**config.mk**
```make
export PLATFORM = sky130hd
export DESIGN_NAME = mmio_interconnect
export DESIGN_NICKNAME = d
export VERILOG_FILES = /design/src/rtl/mmio_pkg.sv /design/src/rtl/mmio_addr_decode.sv /design/src/rtl/mmio_interconnect.sv
export SDC_FILE = /design/constraint.sdc
export NUM_CORES = 1
export LEC_CHECK = 0
export BUFFER_PORTS_ARGS = -buffer_cell sky130_fd_sc_hd__buf_2
export CAP_MARGIN = 10
export CORE_MARGIN = 10
export CORE_UTILIZATION = 40
export DETAILED_ROUTE_END_ITERATION = 12
export GPL_ROUTABILITY_DRIVEN = 0
export HOLD_SLACK_MARGIN = 0.08
export PLACE_DENSITY_LB_ADDON = 0.3
export SLEW_MARGIN = 20
export SYNTH_ARGS = -nofsm -noshare
export SYNTH_HDL_FRONTEND = slang
export SYNTH_SLANG_ARGS = --single-unit
```
**constraint.sdc**
```tcl
create_clock -name clk_in -period 5.4 [get_ports clk_in]
set_clock_uncertainty 0.2 [all_clocks]
set_input_delay 0.27 -clock clk_in [delete_from_list [all_inputs] [get_ports clk_in]]
set_output_delay 0.27 -clock clk_in [all_outputs]
set_load 0.05 [all_outputs]
```
**src/rtl/mmio_pkg.sv**
```systemverilog
// Shared types and constants for the MMIO interconnect.
package mmio_pkg;

    typedef enum logic [1:0] {
        IDLE,
        WAIT,
        RESP
    } state_t;

    localparam int MMIO_ERR_DATA = 0;

    // Index width that stays legal for a single-slave build.
    function automatic int idx_w(input int n);
        return (n > 1) ? $clog2(n) : 1;
    endfunction

endpackage

```
**src/rtl/mmio_addr_decode.sv**
```systemverilog
// Combinational priority address decoder: lowest matching slave index wins.
module mmio_addr_decode
    import mmio_pkg::*;
#(
    parameter int                           NUM_SLAVES = 4,
    parameter int                           ADDR_W     = 32,
    parameter int                           IDX_W      = idx_w(NUM_SLAVES),
    parameter logic [NUM_SLAVES*ADDR_W-1:0] SLV_BASE   = '0,
    parameter logic [NUM_SLAVES*ADDR_W-1:0] SLV_MASK   = '0
) (
    input  logic [ADDR_W-1:0] addr,
    output logic              hit,
    output logic [IDX_W-1:0]  idx
);

    // Scan from the top so the lowest matching index is the last writer.
    always_comb begin
        hit = 1'b0;
        idx = '0;
        for (int i = NUM_SLAVES - 1; i >= 0; i--) begin
            if ((addr & SLV_MASK[i*ADDR_W +: ADDR_W]) == SLV_BASE[i*ADDR_W +: ADDR_W]) begin
                hit = 1'b1;
                idx = IDX_W'(i);
            end
        end
    end

endmodule

```
**src/rtl/mmio_interconnect.sv**
```systemverilog
// Single-master MMIO interconnect with one outstanding access.
// Optional access timeout enabled by defining MMIO_TIMEOUT_EN.
module mmio_interconnect
    import mmio_pkg::*;
#(
    parameter int                           NUM_SLAVES  = 4,
    parameter int                           ADDR_W      = 32,
    parameter int                           DATA_W      = 32,
    parameter logic [NUM_SLAVES*ADDR_W-1:0] SLV_BASE    = {32'h4000_0000, 32'h3000_0000,
                                                           32'h2000_0000, 32'h1001_0000},
    parameter logic [NUM_SLAVES*ADDR_W-1:0] SLV_MASK    = {32'hFFFF_FFF0, 32'hFFFF_FFF0,
                                                           32'hF000_0000, 32'hFFFF_F800},
    parameter int                           TIMEOUT_CYC = 255
) (
    input  logic                         clk_in,
    input  logic                         reset,
    input  logic                         m_req,
    input  logic                         m_we,
    input  logic [ADDR_W-1:0]            m_addr,
    input  logic [DATA_W-1:0]            m_wdata,
    output logic [DATA_W-1:0]            m_rdata,
    output logic                         m_ready,
    output logic                         m_err,
    output logic [NUM_SLAVES-1:0]        s_req,
    output logic                         s_we,
    output logic [ADDR_W-1:0]            s_addr,
    output logic [DATA_W-1:0]            s_wdata,
    input  logic [NUM_SLAVES*DATA_W-1:0] s_rdata,
    input  logic [NUM_SLAVES-1:0]        s_ack
);

    localparam int IDX_W = idx_w(NUM_SLAVES);

    state_t           state;
    logic [IDX_W-1:0] sel;
    logic [IDX_W-1:0] dec_idx;
    logic             dec_hit;
    logic             acked;
    logic             expired;

    mmio_addr_decode #(
        .NUM_SLAVES (NUM_SLAVES),
        .ADDR_W     (ADDR_W),
        .IDX_W      (IDX_W),
        .SLV_BASE   (SLV_BASE),
        .SLV_MASK   (SLV_MASK)
    ) u_decode (
        .addr (m_addr),
        .hit  (dec_hit),
        .idx  (dec_idx)
    );

    assign acked = s_ack[sel];

`ifdef MMIO_TIMEOUT_EN
    localparam int CNT_W = $clog2(TIMEOUT_CYC + 1);
    logic [CNT_W-1:0] cnt;

    // WAIT is only entered from IDLE, so holding zero in IDLE clears it on entry.
    always_ff @(posedge clk_in or negedge reset) begin
        if (!reset)               cnt <= '0;
        else if (state == IDLE)   cnt <= '0;
        else if (state == WAIT)   cnt <= cnt + 1'b1;
    end

    assign expired = (state == WAIT) && (cnt == CNT_W'(TIMEOUT_CYC - 1));
`else
    assign expired = 1'b0;
`endif

    always_ff @(posedge clk_in or negedge reset) begin
        if (!reset) begin
            state   <= IDLE;
            sel     <= '0;
            s_req   <= '0;
            s_we    <= 1'b0;
            s_addr  <= '0;
            s_wdata <= '0;
            m_rdata <= '0;
            m_ready <= 1'b0;
            m_err   <= 1'b0;
        end else begin
            case (state)
                IDLE: begin
                    if (m_req) begin
                        if (dec_hit) begin
                            state   <= WAIT;
                            sel     <= dec_idx;
                            s_req   <= NUM_SLAVES'(1) << dec_idx;
                            s_we    <= m_we;
                            s_addr  <= m_addr - SLV_BASE[dec_idx*ADDR_W +: ADDR_W];
                            s_wdata <= m_wdata;
                        end else begin
                            state   <= RESP;
                            m_ready <= 1'b1;
                            m_err   <= 1'b1;
                            m_rdata <= DATA_W'(MMIO_ERR_DATA);
                        end
                    end
                end
                WAIT: begin
                    // A real ack beats a timeout landing in the same cycle.
                    if (acked) begin
                        state   <= RESP;
                        s_req   <= '0;
                        m_ready <= 1'b1;
                        m_err   <= 1'b0;
                        m_rdata <= s_we ? '0 : s_rdata[sel*DATA_W +: DATA_W];
                    end else if (expired) begin
                        state   <= RESP;
                        s_req   <= '0;
                        m_ready <= 1'b1;
                        m_err   <= 1'b1;
                        m_rdata <= DATA_W'(MMIO_ERR_DATA);
                    end
                end
                RESP: begin
                    state   <= IDLE;
                    m_ready <= 1'b0;
                    m_err   <= 1'b0;
                end
                default: state <= IDLE;
            endcase
        end
    end

endmodule

```
==> metrics.log <==
INFO  metric coreArea = ~0.015 mm^2
INFO  metric min_delay_worst_endpoint = s_addr[24]
INFO  metric h_tree_levels = 3
INFO  metric fin_crit = 4430 ps
INFO  metric mean_routed_wirelength_per_cell = about 19 um
INFO  metric clock-sinks = approximately 110
INFO  metric hold_viol = 0
INFO  metric timing_worst_slew_pin_value = 820 ps
INFO  metric detail_route.first_pass.iterations = 4
INFO  metric layout_fillers = ~1.3k
INFO  metric postCtsSetupBuffers = 0
INFO  metric worst_min_delay_path_category = in -> reg
INFO  metric route.final.wire_length = between 20 and 25 mm
INFO  metric run_status = complete, no violations
INFO  metric cts-buffers-inserted = 9
INFO  metric rrSetupSlack = around 2400 ps
INFO  metric finalSetupTns = 0 ps
INFO  metric netlist-cell-type-count = between 40 and 50
INFO  metric postSynth.topFlopCell = sky130_fd_sc_hd__dfrtp_1
INFO  metric finalSetupViolCount = 0
INFO  metric worstSkewPairLatency = roughly 340 ps
INFO  metric flop_and_latch_count_out_of_synthesis = 107
INFO  metric first_global_vias = roughly 5.6k
INFO  metric crit_fanout = 6
INFO  metric area.growth.synth_to_final = 41.3%
INFO  metric setup.worst_path.end_class = flop
INFO  metric critical_path.reg2reg.endpoint = m_rdata[24]
INFO  metric synth_sequential_area_ratio = a little over two fifths
INFO  metric grt_start_max_net_pins = 64
INFO  metric cts_tree = done
INFO  metric port-buffer-count = 302
INFO  metric detail-route-antenna-nets = 0
INFO  metric worstPathRequired = 5470 ps
INFO  metric power.ir.vdd_worst = around 0.28 mV
INFO  metric cap_viol_max_count = 0
INFO  metric grt_util_all_layers = between 10% and 20%
INFO  metric fmaxAchievable = ~230 MHz
INFO  metric number_of_flops_mapped_to_enable_cells_by_yosys = 0
INFO  metric detailedPlacementHpwl = 14.9 mm
INFO  metric io_pins = between 300 and 400
INFO  metric cp.arrival = around 4500 ps
INFO  metric chipWidth = approximately 140 um
INFO  metric drc = 0
INFO  metric timing.max_slew.rel_slack = a little under half
INFO  metric rsz_0062_raised_after_global_routing = false
INFO  metric layout.nets = roughly 1.1k
INFO  metric grt_antenna_before_repair = 2
INFO  metric route.vias.total = ~5.5k
INFO  metric max_stage_delay = about 670 ps
INFO  metric finish.cell_count_without_fillers = 1058
INFO  metric floorplan.die.height = about 140 um
INFO  metric fp.dieArea = a little over 0.02 mm^2
INFO  metric place.detailed.instances = 985
INFO  metric powerDensity = about 440 mW/mm^2
INFO  metric avgSynthCellArea = approximately 12 um^2
INFO  metric first_pass_grt_wire_length = around 31 mm
INFO  metric syn_inst = 524
INFO  metric synth_cell_area = slightly above 0.006 mm^2
INFO  metric timing.critical_path.from_type = input port
INFO  metric postSynth.asyncResetShare = 100%
INFO  metric synthesis.yosys.warnings = 0
INFO  metric timing.setup.critical_path_class = in -> reg
INFO  metric cp_cell_sequence = dlygate4sd3_1 > buf_2 > nor4_1 > and3_1 > nor4b_4 > inv_1 > ha_1 > inv_1 > ha_1 > or4_1 > or4b_1 > nor2_1 > nand2_1 > xor2_1 > o21ai_1
INFO  metric vias_per_cell = 5.20
INFO  metric global_route.overflow_total = 0
INFO  metric leakage = approximately 4.4 nW
INFO  metric whs_path_depth = 3
INFO  metric cp_slowest_cell = sky130_fd_sc_hd__or4_1
INFO  metric starting_density_of_the_core = approximately two fifths
INFO  metric core.rowCount = 45
INFO  metric mappedNetlistNets = between 700 and 800
INFO  metric clock_tree.root_cell = sky130_fd_sc_hd__clkbuf_16
INFO  metric drv_slew = 0
INFO  metric final_layout_size_suffix_gt1_share = a little under half
INFO  metric clkTransAtPathRegs = 70 ps
INFO  metric post_cts.resized_instances = 0
INFO  metric clock_path_buffers = 2
INFO  metric initialDrtViolationCount = about 280
INFO  metric crit-reg2reg-launch = sel[1]
INFO  metric worst-r2r-cell-count = 6
INFO  metric final_min_period_over_clock_period = between 80% and 90%
INFO  metric min_delay_startpoint = m_addr[24]
## Yosys cell counts, drive strengths merged, types with 2 or more instances
cell,number,share of area [%]
a21oi,34,2.8
nor3,5,0.41
nand2,19,1.2
o31ai,7,0.86
inv,11,0.67
o21ai,20,1.6
a221o,32,5.2
and3,2,0.20
ha,12,2.5
nor2,42,2.6
dfrtp,107,44
nor4b,3,0.67
nor4,5,0.86
a31oi,2,0.20
xor2,3,0.43
a22o,4,0.57
nor2b,67,6.8
mux2,49,9.6
nand2b,3,0.31
a21o,2,0.25
buf,24,2.5
mux4,33,12
clkbuf,17,1.0
xnor2,6,0.86
## metrics by stage
stage | hold WS [ps] | setup slack [ps] | total power [mW] | instance area (um^2) | util [%]
after floorplan | -226 | 1710 | 2.57 | 6120 | -
after global placement | 211 | 1250 | 3.07 | 7760 | 51.5
after detailed placement | 210 | 1170 | 3.09 | 7760 | 51.5
after CTS | 89.6 | 974 | 3.84 | 8640 | 57.3
after global routing | 106 | 607 | 3.98 | 8660 | 57.4
final | 94.5 | 966 | 3.80 | 8660 | 57.4
## cells in the final DEF (no fill, tap or decap), types with 10 or more instances in the layout
cell and instances:
sky130_fd_sc_hd__dlygate4sd3_1 56, sky130_fd_sc_hd__a221o_1 32, sky130_fd_sc_hd__o21ai_0 17, sky130_fd_sc_hd__mux2_4 10, sky130_fd_sc_hd__nor2b_1 67, sky130_fd_sc_hd__inv_1 11
sky130_fd_sc_hd__mux4_2 33, sky130_fd_sc_hd__dfrtp_1 106, sky130_fd_sc_hd__buf_4 13, sky130_fd_sc_hd__ha_1 12, sky130_fd_sc_hd__a21oi_1 34, sky130_fd_sc_hd__nand2_1 19
sky130_fd_sc_hd__nor2_1 42, sky130_fd_sc_hd__mux2_2 35, sky130_fd_sc_hd__buf_2 301
## worst max-delay path: cells and delay by family
kind	cells	cell delay (ps)
compound gates	1	110
xor+xnor	1	150
fa+ha+maj	2	490
buf+inv	4	860
simple gates	7	2630
## per-layer routing
metal  vias to the layer above  routed length, um  GRT usage, %
met4                         2                297          4.94
li1                       2598                  -             -
met5                         -                  7             0
met1                      2675               7800          22.0
met3                        25               1760          6.53
met2                       197              10300          32.5
## kinds of logic (layout without fill, tap and decap cells)
family                     after synthesis  after routing  synth area share, %
DFF                                    107            107                 43.7
buffers and inverters                   52            397                 4.23
and+or+nand+nor                        153            153                 14.0
other                                    0              1                    0
xor gates and xnor gates                 9              9                 1.29
muxes                                   82             82                 21.8
adders and majority gates               12             12                 2.45
AOI/OAI and AO/OA                      109            109                 12.5
## final cells by class
type,count,area [um^2],area share [%]
multi-input combinational,365,3210,37.0
sequential,107,2680,30.9
timing repair buffer,371,2180,25.1
clock buffer,11,243,2.80
tap,188,235,2.72
clock inverter,4,73.8,0.853
inverter,11,41.3,0.477
antenna,1,2.50,0.0289
## power breakdown
group | internal (mW) | switching, mW | leakage [nW]
sequential | 1.06 | 0.136 | 1.40
combinational | 0.539 | 1.36 | 2.79
clock | 0.418 | 0.290 | 0.156
total | 2.01 | 1.79 | 4.35
## sequential cells by signal, summed over array words and instances, names as in the netlist
signal / flops
s_req: 4
sel: 2
s_we: 1
m_ready: 1
s_addr: 32
state: 2
m_rdata: 32
s_wdata: 32
m_err: 1
## how the worst max path moves through the flow
| stage | from | to | slack, ps |
|---|---|---|---|
| finish | m_addr[17] | s_addr[27] | 970 |
| floorplan | m_addr[22] | s_addr[27] | 1710 |
| detailed placement | m_addr[17] | s_addr[27] | 1170 |
| CTS | m_addr[17] | s_addr[27] | 970 |
| global route | m_addr[17] | s_addr[27] | 610 |
| global placement | m_addr[22] | s_addr[27] | 1250 |
## timing repair
item / CTS / global route
hold buffers: 56 / 0
setup endpoints to repair: 0 / 0
endpoints found under the hold margin: 117 / 0
Power figures use the tool's default switching activity.
